$ cat config.mk
export PLATFORM = sky130hd
export DESIGN_NAME = ps2_host_tx
export DESIGN_NICKNAME = d
export VERILOG_FILES = /design/src/rtl/ps2_pkg.sv /design/src/rtl/ps2_sync_edge.sv /design/src/rtl/ps2_host_tx.sv
export SDC_FILE = /design/constraint.sdc
export NUM_CORES = 1
export LEC_CHECK = 0
export BUFFER_PORTS_ARGS = -buffer_cell sky130_fd_sc_hd__clkbuf_2
export CAP_MARGIN = 20
export CORE_UTILIZATION = 59
export DETAILED_ROUTE_END_ITERATION = 10
export PLACE_DENSITY = 0.81
export SLEW_MARGIN = 10
export SYNTH_ARGS = -nofsm -noshare
export SYNTH_HDL_FRONTEND = slang
export SYNTH_HIERARCHICAL = 1
export SYNTH_SLANG_ARGS = --single-unit
$ cat constraint.sdc
create_clock -name iClk -period 2.05 [get_ports iClk]
set_input_delay 0.41 -clock iClk [delete_from_list [all_inputs] [get_ports iClk]]
set_output_delay 0.41 -clock iClk [all_outputs]
set_load 0.03 [all_outputs]
$ cat src/rtl/ps2_pkg.sv
// Shared definitions for the PS/2 host transmitter: state encoding, frame size,
// debug view and the microsecond-to-cycle conversion used for all time constants.
package ps2_pkg;

  typedef enum logic [2:0] {
    ST_IDLE,
    ST_INHIBIT,
    ST_REQ,
    ST_SHIFT,
    ST_ACK,
    ST_WAIT_IDLE,
    ST_ERROR
  } ps2_state_e;

  localparam int FRAME_BITS = 10;

  typedef struct packed {
    ps2_state_e  state;
    logic [3:0]  bit_idx;
    logic        clk_fall;
    logic        dat_fall;
  } ps2_dbg_t;

  function automatic int unsigned us_to_cycles(input int unsigned us, input int unsigned clk_in);
    longint unsigned cyc;
    cyc = (64'(us) * 64'(clk_in)) / 64'd1_000_000;
    return 32'(cyc);
  endfunction

endpackage

$ cat src/rtl/ps2_sync_edge.sv
// Two-flop synchronizer for a raw PS/2 pin plus a registered falling-edge pulse.
// Pin edge to fall pulse is 3 clocks; flops reset high to match an idle bus.
module ps2_sync_edge (
  input  logic clk,
  input  logic rst,
  input  logic async_in,
  output logic sync_out,
  output logic fall
);

  logic meta_q, sync_q, prev_q, fall_q;
  logic fall_d;

  always_comb begin
    fall_d = prev_q & ~sync_q;
  end

  always_ff @(posedge clk) begin
    if (rst) begin
      meta_q <= 1'b1;
      sync_q <= 1'b1;
      prev_q <= 1'b1;
      fall_q <= 1'b0;
    end else begin
      meta_q <= async_in;
      sync_q <= meta_q;
      prev_q <= sync_q;
      fall_q <= fall_d;
    end
  end

  assign sync_out = sync_q;
  assign fall     = fall_q;

endmodule

$ cat src/rtl/ps2_host_tx.sv
// Host-to-device PS/2 transmitter: inhibits the bus, requests to send, shifts one
// byte out on device clock falling edges and checks the device acknowledge.
module ps2_host_tx
  import ps2_pkg::*;
#(
  parameter int unsigned CLK_IN           = 25000000,
  parameter int unsigned INHIBIT_US       = 100,
  parameter int unsigned FIRST_TIMEOUT_US = 15000,
  parameter int unsigned BIT_TIMEOUT_US   = 2000
) (
  input  logic       iClk,
  input  logic       iRst,
  // Request handshake: iSend is a one-cycle strobe honoured only while oBusy=0
  // (IDLE); oBusy rises the next cycle and falls with the oDone/oError pulse.
  input  logic [7:0] iData,
  input  logic       iSend,
  output logic       oBusy,
  output logic       oDone,
  output logic       oError,
  input  logic       iPs2Clk,
  input  logic       iPs2Dat,
  output logic       oPs2Clk,
  output logic       oPs2Dat,
  output ps2_dbg_t   oDbg
);

  localparam int unsigned INHIBIT_CYC = us_to_cycles(INHIBIT_US, CLK_IN);
  localparam int unsigned FIRST_CYC   = us_to_cycles(FIRST_TIMEOUT_US, CLK_IN);
  localparam int unsigned BIT_CYC     = us_to_cycles(BIT_TIMEOUT_US, CLK_IN);
  localparam int unsigned MAX_CYC =
    (FIRST_CYC > BIT_CYC) ? ((FIRST_CYC > INHIBIT_CYC) ? FIRST_CYC : INHIBIT_CYC)
                          : ((BIT_CYC > INHIBIT_CYC) ? BIT_CYC : INHIBIT_CYC);
  localparam int CNT_W = $clog2(MAX_CYC + 1);

  localparam logic [CNT_W-1:0] INHIBIT_LOAD = CNT_W'(INHIBIT_CYC - 1);
  localparam logic [CNT_W-1:0] FIRST_LOAD   = CNT_W'(FIRST_CYC);
  localparam logic [CNT_W-1:0] BIT_LOAD     = CNT_W'(BIT_CYC);
  localparam logic [3:0]       IDX_LAST     = 4'(FRAME_BITS - 1);

  logic clk_sync, clk_fall, dat_sync, dat_fall;

  ps2_sync_edge u_clk_sync (
    .clk      (iClk),
    .rst      (iRst),
    .async_in (iPs2Clk),
    .sync_out (clk_sync),
    .fall     (clk_fall)
  );

  ps2_sync_edge u_dat_sync (
    .clk      (iClk),
    .rst      (iRst),
    .async_in (iPs2Dat),
    .sync_out (dat_sync),
    .fall     (dat_fall)
  );

  ps2_state_e                state_q, state_d;
  logic [CNT_W-1:0]          cnt_q, cnt_d;
  logic [3:0]                idx_q, idx_d;
  logic [FRAME_BITS-1:0]     frame_q, frame_d;
  logic                      ps2_clk_q, ps2_clk_d;
  logic                      ps2_dat_q, ps2_dat_d;
  logic                      busy_q, busy_d;
  logic                      done_q, done_d;
  logic                      err_q, err_d;

  always_comb begin
    state_d   = state_q;
    cnt_d     = cnt_q;
    idx_d     = idx_q;
    frame_d   = frame_q;
    ps2_clk_d = ps2_clk_q;
    ps2_dat_d = ps2_dat_q;
    busy_d    = busy_q;
    done_d    = 1'b0;
    err_d     = 1'b0;

    case (state_q)
      ST_IDLE: begin
        ps2_clk_d = 1'b1;
        ps2_dat_d = 1'b1;
        if (iSend) begin
          frame_d   = {1'b1, ~^iData, iData};
          cnt_d     = INHIBIT_LOAD;
          idx_d     = '0;
          busy_d    = 1'b1;
          ps2_clk_d = 1'b0;
          state_d   = ST_INHIBIT;
        end
      end

      ST_INHIBIT: begin
        if (cnt_q == '0) begin
          ps2_dat_d = 1'b0;
          state_d   = ST_REQ;
        end else begin
          cnt_d = cnt_q - CNT_W'(1);
        end
      end

      // Start bit is already on the line; releasing the clock hands control to the device.
      ST_REQ: begin
        ps2_clk_d = 1'b1;
        cnt_d     = FIRST_LOAD;
        idx_d     = '0;
        state_d   = ST_SHIFT;
      end

      // The falling edge that drives the stop bit moves on, so the next edge is the ack.
      ST_SHIFT: begin
        if (clk_fall) begin
          ps2_dat_d = frame_q[idx_q];
          idx_d     = idx_q + 4'd1;
          cnt_d     = BIT_LOAD;
          if (idx_q == IDX_LAST) state_d = ST_ACK;
        end else if (cnt_q == '0) begin
          state_d = ST_ERROR;
        end else begin
          cnt_d = cnt_q - CNT_W'(1);
        end
      end

      ST_ACK: begin
        if (clk_fall) begin
          cnt_d   = BIT_LOAD;
          state_d = dat_sync ? ST_ERROR : ST_WAIT_IDLE;
        end else if (cnt_q == '0) begin
          state_d = ST_ERROR;
        end else begin
          cnt_d = cnt_q - CNT_W'(1);
        end
      end

      ST_WAIT_IDLE: begin
        if (clk_sync && dat_sync) begin
          done_d  = 1'b1;
          busy_d  = 1'b0;
          cnt_d   = '0;
          state_d = ST_IDLE;
        end else if (cnt_q == '0) begin
          state_d = ST_ERROR;
        end else begin
          cnt_d = cnt_q - CNT_W'(1);
        end
      end

      ST_ERROR: begin
        ps2_clk_d = 1'b1;
        ps2_dat_d = 1'b1;
        err_d     = 1'b1;
        busy_d    = 1'b0;
        cnt_d     = '0;
        state_d   = ST_IDLE;
      end

      default: state_d = ST_IDLE;
    endcase

    if (state_d == ST_ERROR) begin
      ps2_clk_d = 1'b1;
      ps2_dat_d = 1'b1;
    end
  end

  always_ff @(posedge iClk) begin
    if (iRst) begin
      state_q   <= ST_IDLE;
      cnt_q     <= '0;
      idx_q     <= '0;
      frame_q   <= '0;
      ps2_clk_q <= 1'b1;
      ps2_dat_q <= 1'b1;
      busy_q    <= 1'b0;
      done_q    <= 1'b0;
      err_q     <= 1'b0;
    end else begin
      state_q   <= state_d;
      cnt_q     <= cnt_d;
      idx_q     <= idx_d;
      frame_q   <= frame_d;
      ps2_clk_q <= ps2_clk_d;
      ps2_dat_q <= ps2_dat_d;
      busy_q    <= busy_d;
      done_q    <= done_d;
      err_q     <= err_d;
    end
  end

  assign oBusy   = busy_q;
  assign oDone   = done_q;
  assign oError  = err_q;
  assign oPs2Clk = ps2_clk_q;
  assign oPs2Dat = ps2_dat_q;

  always_comb begin
    oDbg.state    = state_q;
    oDbg.bit_idx  = idx_q;
    oDbg.clk_fall = clk_fall;
    oDbg.dat_fall = dat_fall;
  end

endmodule
==> flow_metrics.env, run 1 <==
export IMPL_status="finished, final reports clean"
export IMPL_clk_insertion_delay_late_ns=0.31
export IMPL_timing_rr_start="cnt_q[8]$_SDFFE_PP0P_"
export IMPL_async_flop_share_pct=0
export IMPL_synth_common_cells="dfxtp_1, nand2_1, nor2_1, a21oi_1, o21ai_0"
export IMPL_ys_ff_latch=49
export IMPL_num_antenna_cells=0
export IMPL_port_buffers=26
export IMPL_routed_via_density=6.32
export IMPL_row_count=24
export IMPL_dr_first_iter_drc_count=304
export IMPL_start_kind="register"
export IMPL_cts_hold_buffers=0
export IMPL_hp_start="iPs2Dat"
export IMPL_grt_pass1_vias=2497
export IMPL_syn_avg_cell_area_um2=8.30
export IMPL_total_leakage_power_nw=1.29
export IMPL_drv_slew=0
export IMPL_rsz0062_at_grt="no"
export IMPL_pin_count=27
export IMPL_final_layout_size_suffix_gt1_share_pct=22.3
export IMPL_syn2layout_area_growth_pct=16.4
export IMPL_dieArea_um2=4880
export IMPL_clock_fmax_mhz=498
export IMPL_irDropWorstVdd_uv=607
export IMPL_fin_skew_ns=0.00479
export IMPL_fin_ws_ns=0.0426
export IMPL_clock_sinks=49
export IMPL_coreArea_um2=4380
export IMPL_rr_endpoint="cnt_q[18]$_SDFFE_PP0P_"
export IMPL_crit_path_end_kind="register"
export IMPL_synth_top_cell_area_share_pct=36.1
export IMPL_cts_htree_levels=2
export IMPL_drc=0
export IMPL_whs_endpoint="u_dat_sync/meta_q$_SDFF_PP1_"
export IMPL_fin_crit_sh_pct=97.9
export IMPL_relSlewSlack_pct=64.5
export IMPL_hold_viol_final=0
export IMPL_synth_edf_count=0
export IMPL_r2r_slack_ns=0.04
export IMPL_final_setup_tns_ns=0
export IMPL_cts_buffers=5
export IMPL_cellPowerDensity_nw_per_um2=1420
export IMPL_die_height_um=69.8
export IMPL_synth_area_um2=2720
export IMPL_drt_wirelength_per_cell_um=16.1
export IMPL_yosysTopAreaCell="dfxtp_1"
export IMPL_maxCapViolCount=0
export IMPL_synth_area_leaders="dfxtp_1, a21oi_1, nand2_1"
export IMPL_tightest_slew_ns=0.527
export IMPL_place_ws_ns=0.0289
export IMPL_clk_pin_slew_worst_paths_ns=0.09
export IMPL_grt_max_degree=34
export IMPL_required_ns=2.25
export IMPL_final_net_count=392
export IMPL_netlist_cell_type_count=62
export IMPL_grt_pass1_wl_um=11700
export IMPL_fin_cells=428
export IMPL_antenna_found_initial=0
export IMPL_synth_flop_cell="dfxtp_1"
export IMPL_initial_utilization_pct=61.9
export IMPL_synthCells=327
export IMPL_hold_class="in2reg"
export IMPL_finalCriticalPeriod_ns=2.01
export IMPL_rr_worst_depth=6
export IMPL_arrival_ns=2.21
export IMPL_globalplace_congestion=0.961
export IMPL_overflow=0
export IMPL_synth_most_common_cell="dfxtp_1"
export IMPL_ys_warn_count=6
export IMPL_hold_depth=2
export IMPL_dp_cells=418
export IMPL_wl_um=6870
export IMPL_cts_max_path_buffers=2
export IMPL_hpwl_um=5000
export IMPL_yosysSeqAreaShare_pct=36.1
export IMPL_post_route_util_pct=72.1
export IMPL_tritoncts="yes"
export IMPL_criticalPathCategory="reg2reg"
export IMPL_ant_nets=0
export IMPL_synth_nets=344
export IMPL_critPathMaxFanout=4
export IMPL_fill_cells=375
export IMPL_die_x_um=69.8
export IMPL_final_area_um2=3160
export IMPL_root_buffer="clkbuf_8"
export IMPL_setup_viol=0
export IMPL_drt_pass1_iter_count=5
export IMPL_place_area_um2=3040
export IMPL_track_usage_pct=29.8
export IMPL_vias=2707
registers in the layout, indices dropped and copies added (netlist names):
register,count
u_dat_sync/sync_out,1
oPs2Dat,1
oPs2Clk,1
state_q,3
cnt_q,19
u_clk_sync/sync_out,1
idx_q,4
frame_q,10
u_clk_sync/meta_q,1
u_dat_sync/meta_q,1
u_clk_sync/fall,1
oError,1
oDone,1
u_dat_sync/fall,1
u_dat_sync/prev_q,1
oBusy,1
u_clk_sync/prev_q,1
through the flow:
step | power, mW | hold WS [ns]
3_5_place_dp | 3.73 | 0.393
2_1_floorplan | 3.00 | 0.385
5_1_grt | 4.79 | 0.278
3_3_place_gp | 3.68 | 0.388
4_1_cts | 4.35 | 0.270
6_report | 4.47 | 0.271
routing by layer:
layer	up-vias	global-route usage (%)	part of all wire, %	routed length (um)
met5	-	0	0	0
met4	0	13.6	3.0	205
met3	23	5.96	7.5	515
met2	141	47.4	47	3220
met1	1247	39.0	43	2940
li1	1296	-	-	-
power breakdown:
group	switching, mW	internal, mW
registers	0.271	1.17
logic	1.34	1.08
clock network	0.337	0.274
total	1.94	2.53
cell type report:
class	count	area [um2]	area share [%]
clock buffer	6	82.6	2.61
inverter	7	26.3	0.832
timing repair buffer	60	385	12.2
multi-input combinational	252	1600	50.7
clock inverter	2	13.8	0.436
tap	52	65.1	2.06
sequential	49	983	31.1
kinds of logic after synthesis:
family	Yosys count	share of synthesized area (%)
buf+inv	26	5.16
flops	49	36.1
mux	5	2.81
compound gates	94	22.1
simple gates	138	28.4
xor+xnor	11	3.55
fa+ha+maj	4	1.84
layout by cell type, fill, tap and decap left out, types with 3 or more instances in the layout:
| master | count |
|---|---|
| inv_1 | 7 |
| o21a_1 | 5 |
| xnor2_1 | 8 |
| xor2_1 | 3 |
| clkbuf_2 | 26 |
| a211o_1 | 4 |
| or3_1 | 4 |
| nand3_1 | 8 |
| buf_4 | 34 |
| clkbuf_8 | 6 |
| nand2b_1 | 3 |
| o21ai_0 | 15 |
| nor2_1 | 32 |
| nand3b_1 | 6 |
| o211ai_1 | 4 |
| a21oi_1 | 30 |
| nor3b_1 | 5 |
| nor4_1 | 10 |
| nand2_1 | 35 |
| ha_1 | 4 |
| nor3_1 | 7 |
| or2_1 | 6 |
| a31oi_1 | 11 |
| dfxtp_1 | 47 |
worst max path at each step:
stage / from / end / slack (ns)
after CTS: cnt_q[0]$_SDFFE_PP0P_ / cnt_q[13]$_SDFFE_PP0P_ / 0.005
after floorplan: state_q[0]$_SDFF_PP0_ / cnt_q[8]$_SDFFE_PP0P_ / 0.1
after global placement: cnt_q[0]$_SDFFE_PP0P_ / cnt_q[13]$_SDFFE_PP0P_ / 0.11
after global routing: cnt_q[8]$_SDFFE_PP0P_ / cnt_q[18]$_SDFFE_PP0P_ / 0.0004
final: cnt_q[8]$_SDFFE_PP0P_ / cnt_q[18]$_SDFFE_PP0P_ / 0.04
after detailed placement: cnt_q[0]$_SDFFE_PP0P_ / cnt_q[13]$_SDFFE_PP0P_ / 0.03
critical path, cell delays in order, from the launching register on:
cell and delay (ns):
dfxtp_1 0.36, nor4_4 0.33, buf_4 0.20, nand3b_4 0.08, or3_1 0.41, a31o_1 0.23
a211o_1 0.30
timing repair:
| action | in CTS | in global routing |
|---|---|---|
| gates resized for setup | 1 | 4 |
| hold endpoints to repair | 0 | 0 |
| setup endpoints to repair | 1 | 9 |
| pin swaps | 0 | 2 |
| cloned | 0 | 0 |
| setup buffers | 0 | 2 |
(Power assumes the default switching activity.)
==> run 2: changes to the inputs <==
--- a/config.mk
+++ b/config.mk
@@ -7,9 +7,9 @@
 export LEC_CHECK = 0
 export BUFFER_PORTS_ARGS = -buffer_cell sky130_fd_sc_hd__clkbuf_2
 export CAP_MARGIN = 20
-export CORE_UTILIZATION = 59
+export CORE_UTILIZATION = 63
 export DETAILED_ROUTE_END_ITERATION = 10
-export PLACE_DENSITY = 0.81
+export PLACE_DENSITY = 0.85
 export SLEW_MARGIN = 10
 export SYNTH_ARGS = -nofsm -noshare
 export SYNTH_HDL_FRONTEND = slang
==> constraint.sdc (replaced) <==
create_clock -name iClk -period 2.5 [get_ports iClk]
set_input_delay 0.5 -clock iClk [delete_from_list [all_inputs] [get_ports iClk]]
set_output_delay 0.5 -clock iClk [all_outputs]
set_load 0.03 [all_outputs]
==> run 2 against run 1 <==
  * Die area is 6.2% lower
  * Worst setup slack better by 0.13 ns
  * Critical path type unchanged
  * Cell area is 5.9% lower
  * Clock-buffer cell count is 1 lower
  * Clock power is 19% lower
  * Sequential power is 16% lower
  * Maximum frequency is 14% lower
  * Critical path depth is 1 higher
  * Clock skew is 0.0055 ns higher
  * Hold slack better by 0.10 ns
  * Combinational power is 30% lower
  * Utilization is 1.2 points higher
==> flow_metrics.env, run 2 (synthesis gave the netlist of run 1 again) <==
export IMPL_clock_sinks=49
export IMPL_initial_utilization_pct=66.9
export IMPL_wl_um=6710
export IMPL_root_buffer="clkbuf_8"
export IMPL_syn2layout_area_growth_pct=9.45
export IMPL_pin_count=27
export IMPL_cellPowerDensity_nw_per_um2=1140
export IMPL_rsz0062_at_grt="no"
export IMPL_fin_cells=402
export IMPL_final_net_count=368
export IMPL_critPathMaxFanout=18
export IMPL_reg_top3="cnt_q (19), frame_q (10), idx_q (4)"
export IMPL_criticalPathCategory="reg2reg"
export IMPL_clk_insertion_delay_late_ns=0.31
export IMPL_tightest_slew_ns=1.10
export IMPL_start_kind="register"
export IMPL_die_x_um=67.7
export IMPL_drt_wirelength_per_cell_um=16.7
export IMPL_hold_viol_final=0
export IMPL_largest_reg_flops=19
export IMPL_irDropWorstVdd_uv=623
export IMPL_antenna_found_initial=0
export IMPL_drc=0
export IMPL_cts_max_path_buffers=2
export IMPL_fin_crit_sh_pct=93.2
export IMPL_final_setup_tns_ns=0
export IMPL_status="finished, final reports clean"
export IMPL_cts_buffers=5
export IMPL_track_usage_pct=31.4
export IMPL_finalCriticalPeriod_ns=2.33
export IMPL_dieArea_um2=4580
export IMPL_cts_htree_levels=2
export IMPL_vias=2614
export IMPL_grt_max_degree=24
export IMPL_die_height_um=67.7
export IMPL_timing_hold_ws_ns=0.373
export IMPL_grt_pass1_wl_um=10800
export IMPL_overflow=0
export IMPL_fin_skew_ns=0.0103
export IMPL_final_layout_size_suffix_gt1_share_pct=16.5
export IMPL_arrival_ns=2.54
export IMPL_num_antenna_cells=0
export IMPL_grt_pass1_vias=2299
export IMPL_dp_cells=394
export IMPL_drv_slew=0
export IMPL_layout_common_cells="dfxtp_1, nand2_1, nor2_1"
export IMPL_cts_hold_buffers=0
export IMPL_setup_viol=0
export IMPL_hold_class="in2reg"
export IMPL_row_count=23
export IMPL_cts_resized=0
export IMPL_tritoncts="yes"
export IMPL_clock_fmax_mhz=429
export IMPL_drt_pass1_iter_count=5
export IMPL_dr_first_iter_drc_count=288
export IMPL_postCtsSetupRepairBufs=0
export IMPL_clk_pin_slew_worst_paths_ns=0.10
export IMPL_required_ns=2.71
export IMPL_hpwl_um=4670
export IMPL_routed_via_density=6.50
export IMPL_final_common_cell="dfxtp_1"
export IMPL_maxCapViolCount=0
export IMPL_relSlewSlack_pct=26.7
export IMPL_globalplace_congestion=0.906
export IMPL_total_leakage_power_nw=1.16
export IMPL_coreArea_um2=4060
export IMPL_regMostFlops="cnt_q"
export IMPL_port_buffers=26
export IMPL_crit_path_end_kind="register"
export IMPL_ant_nets=0
-- run 2: cell count changes in the layout (fill, tap and decap cells not counted), moves of 2 or more --
cell	change
buf_4	-24
clkinvlp_4	+2
dfxtp_1	+2
dfxtp_2	-2
-- run 2: final cells by class --
type | count | area (um2)
clock buffers | 5 | 68.8
clock inverters | 3 | 26.3
fillers | 333 | 1090
inverters | 7 | 26.3
multi-input cells | 252 | 1600
flip-flops and latches | 49 | 981
well taps | 50 | 62.6
repair buffers | 36 | 205
-- run 2: through the flow --
stage	setup slack, ns	instance area, um2	power (mW)	utilization [%]
4_1_cts	0.125	2970	3.34	73.2
5_1_grt	0.0746	2970	3.60	73.2
3_5_place_dp	0.201	2880	2.83	70.9
3_3_place_gp	0.256	2880	2.78	70.9
2_1_floorplan	0.546	2720	2.46	-
6_report	0.170	2970	3.40	73.2
-- run 2: critical path, stage by stage (launching register included) --
cell	delay (ns)
dfxtp_1	0.34
inv_1	0.13
ha_1	0.16
nor4b_1	0.26
and4_2	0.50
nand2_1	0.28
a31o_1	0.25
a211o_1	0.29
-- run 2: worst paths after layout --
check                                    start                             end  slack (ns)  cells past startpoint
setup / recovery         cnt_q[0]$_SDFFE_PP0P_          cnt_q[18]$_SDFFE_PP0P_        0.17                      7
hold / removal                         iPs2Dat    u_dat_sync/meta_q$_SDFF_PP1_        0.37                      2
setup reg to reg         cnt_q[0]$_SDFFE_PP0P_          cnt_q[18]$_SDFFE_PP0P_        0.17                      7
hold reg to reg   u_dat_sync/meta_q$_SDFF_PP1_  u_dat_sync/sync_out$_SDFF_PP1_        0.42                      1
-- run 2: power by group --
part / switching (mW) / internal, mW
Clock: 0.294 / 0.204
Combinational: 1.02 / 0.670
Sequential: 0.254 / 0.960
Total: 1.57 / 1.83
-- run 2: layer usage --
metal | wire length [um] | share of wire [%] | track usage, % | vias to the layer above
met3 | 632 | 9.4 | 5.07 | 13
met5 | 0 | 0 | 0 | -
met2 | 3120 | 46 | 51.1 | 161
met4 | 74 | 1.1 | 10.1 | 0
li1 | - | - | - | 1248
met1 | 2890 | 43 | 42.0 | 1192
==> run 3: changes to the inputs <==
--- a/config.mk
+++ b/config.mk
@@ -7,9 +7,10 @@
 export LEC_CHECK = 0
 export BUFFER_PORTS_ARGS = -buffer_cell sky130_fd_sc_hd__clkbuf_2
 export CAP_MARGIN = 20
-export CORE_UTILIZATION = 63
+export CORE_UTILIZATION = 65
+export CTS_BUF_LIST = sky130_fd_sc_hd__clkbuf_8
 export DETAILED_ROUTE_END_ITERATION = 10
-export PLACE_DENSITY = 0.85
+export PLACE_DENSITY = 0.88
 export SLEW_MARGIN = 10
 export SYNTH_ARGS = -nofsm -noshare
 export SYNTH_HDL_FRONTEND = slang
==> run 3 against run 2 <==
  * Via count increased by 0.99%
  * Non-clock buffer count increased by 3
  * Final cell count increased by 0.75%
  * Clock skew decreased by 0.0026 ns
  * Clock power decreased by 4%
  * Sequential power about the same
  * Hold slack got worse by 0.0017 ns
  * Combinational power about the same
  * Power decreased by 0.66%
  * First-iteration DRC count decreased by 7.3%
  * Cell area increased by 0.59%
  * Largest cell class unchanged
  * Largest power group unchanged
  * Highest routed layer unchanged
==> flow_metrics.env, run 3 (synthesis gave the netlist of run 1 again) <==
export IMPL_status="finished, final reports clean"
export IMPL_ant_nets=0
export IMPL_cts_resized=0
export IMPL_row_count=23
export IMPL_routed_via_density=6.52
export IMPL_drt_pass1_iter_count=5
export IMPL_rr_worst_depth=7
export IMPL_postCtsSetupRepairBufs=0
export IMPL_tightest_slew_ns=0.696
export IMPL_cts_max_path_buffers=2
export IMPL_fin_crit_sh_pct=91.9
export IMPL_final_common_cell="dfxtp_1"
export IMPL_rr_endpoint="oPs2Dat$_SDFFE_PP1P_"
export IMPL_largest_reg_flops=19
export IMPL_cts_buffers=5
export IMPL_antenna_found_initial=0
export IMPL_fin_ws_ns=0.203
export IMPL_drc=0
export IMPL_hold_viol_final=0
export IMPL_dieArea_um2=4440
export IMPL_overflow=0
export IMPL_clock_fmax_mhz=435
export IMPL_grt_pass1_vias=2316
export IMPL_timing_rr_start="cnt_q[0]$_SDFFE_PP0P_"
export IMPL_drv_slew=0
export IMPL_dr_first_iter_drc_count=267
export IMPL_hold_depth=2
export IMPL_dp_cells=397
export IMPL_fin_cells=405
export IMPL_grt_pass1_wl_um=10900
export IMPL_whs_endpoint="u_clk_sync/meta_q$_SDFF_PP1_"
export IMPL_hp_start="iPs2Clk"
export IMPL_final_layout_size_suffix_gt1_share_pct=16.9
export IMPL_hold_class="in2reg"
export IMPL_setup_viol=0
export IMPL_finalCriticalPeriod_ns=2.30
export IMPL_clock_sinks=49
export IMPL_rsz0062_at_grt="no"
export IMPL_clk_pin_slew_worst_paths_ns=0.10
export IMPL_root_buffer="clkbuf_8"
export IMPL_crit_path_end_kind="register"
export IMPL_required_ns=2.70
export IMPL_irDropWorstVdd_uv=741
export IMPL_clk_insertion_delay_late_ns=0.31
export IMPL_drt_wirelength_per_cell_um=16.4
export IMPL_track_usage_pct=32.6
export IMPL_r2r_slack_ns=0.20
export IMPL_num_antenna_cells=0
export IMPL_grt_max_degree=22
export IMPL_final_setup_tns_ns=0
export IMPL_layout_common_cells="dfxtp_1, nand2_1, nor2_1"
export IMPL_port_buffers=26
export IMPL_cts_hold_buffers=0
export IMPL_place_ws_ns=0.222
export IMPL_final_net_count=371
export IMPL_cellPowerDensity_nw_per_um2=1130
export IMPL_coreArea_um2=4000
export IMPL_vias=2640
export IMPL_pin_count=27
export IMPL_die_height_um=66.6
export IMPL_tritoncts="yes"
export IMPL_hpwl_um=4770
export IMPL_maxCapViolCount=0
export IMPL_start_kind="register"
export IMPL_arrival_ns=2.50
export IMPL_syn2layout_area_growth_pct=10.1
export IMPL_criticalPathCategory="reg2reg"
export IMPL_fin_skew_ns=0.00774
export IMPL_die_x_um=66.6
export IMPL_regMostFlops="cnt_q"
export IMPL_initial_utilization_pct=67.9
export IMPL_critPathMaxFanout=18
export IMPL_wl_um=6640
export IMPL_relSlewSlack_pct=53.6
export IMPL_globalplace_congestion=0.920
export IMPL_total_leakage_power_nw=1.18
export IMPL_cts_htree_levels=2
export IMPL_reg_top3="cnt_q (19), frame_q (10), idx_q (4)"
==> run 3: critical path, cell delays in order (launching register included) <==
cell and delay, ns:
dfxtp_1 0.34, inv_1 0.11, ha_1 0.15, nor4b_1 0.22, and4_1 0.61, and2_2 0.31, a31oi_1 0.09, or3_1 0.37
==> run 3: final cells by class <==
cell class / count / area (um2)
sequential: 49 / 981
inverter: 7 / 26.3
multi-input combinational: 252 / 1600
timing repair buffer: 39 / 228
clock buffer: 5 / 68.8
clock inverter: 3 / 22.5
tap: 50 / 62.6
fill: 304 / 1010
==> run 3: worst max path at each step <==
stage,from,endpoint,slack (ns),cells past startpoint
4_1_cts,cnt_q[0]$_SDFFE_PP0P_,oPs2Dat$_SDFFE_PP1P_,0.22,7
2_1_floorplan,state_q[0]$_SDFF_PP0_,cnt_q[8]$_SDFFE_PP0P_,0.55,7
3_3_place_gp,cnt_q[0]$_SDFFE_PP0P_,oPs2Dat$_SDFFE_PP1P_,0.33,7
3_5_place_dp,cnt_q[0]$_SDFFE_PP0P_,oPs2Dat$_SDFFE_PP1P_,0.22,7
5_1_grt,cnt_q[0]$_SDFFE_PP0P_,cnt_q[18]$_SDFFE_PP0P_,0.006,7
6_report,cnt_q[0]$_SDFFE_PP0P_,oPs2Dat$_SDFFE_PP1P_,0.20,7
==> run 3: where the power goes <==
part           switching [mW]  internal (mW)
clock network           0.280          0.199
registers               0.249          0.960
logic                    1.01          0.681
total                    1.54           1.84
==> run 3: through the flow <==
| step | power [mW] | area, um2 | hold WS, ns | util, % |
|---|---|---|---|---|
| 2_1_floorplan | 2.46 | 2720 | 0.385 | - |
| 3_3_place_gp | 2.80 | 2900 | 0.389 | 72.4 |
| 3_5_place_dp | 2.86 | 2900 | 0.422 | 72.4 |
| 4_1_cts | 3.35 | 2990 | 0.374 | 74.7 |
| 5_1_grt | 3.60 | 2990 | 0.370 | 74.7 |
| 6_report | 3.38 | 2990 | 0.372 | 74.7 |
==> run 3: per-layer routing <==
metal	global-route usage, %	wire length [um]	vias up
met3	6.85	591	18
met1	44.8	2850	1222
met5	0	0	-
met4	13.3	121	0
li1	-	-	1255
met2	49.2	3070	145
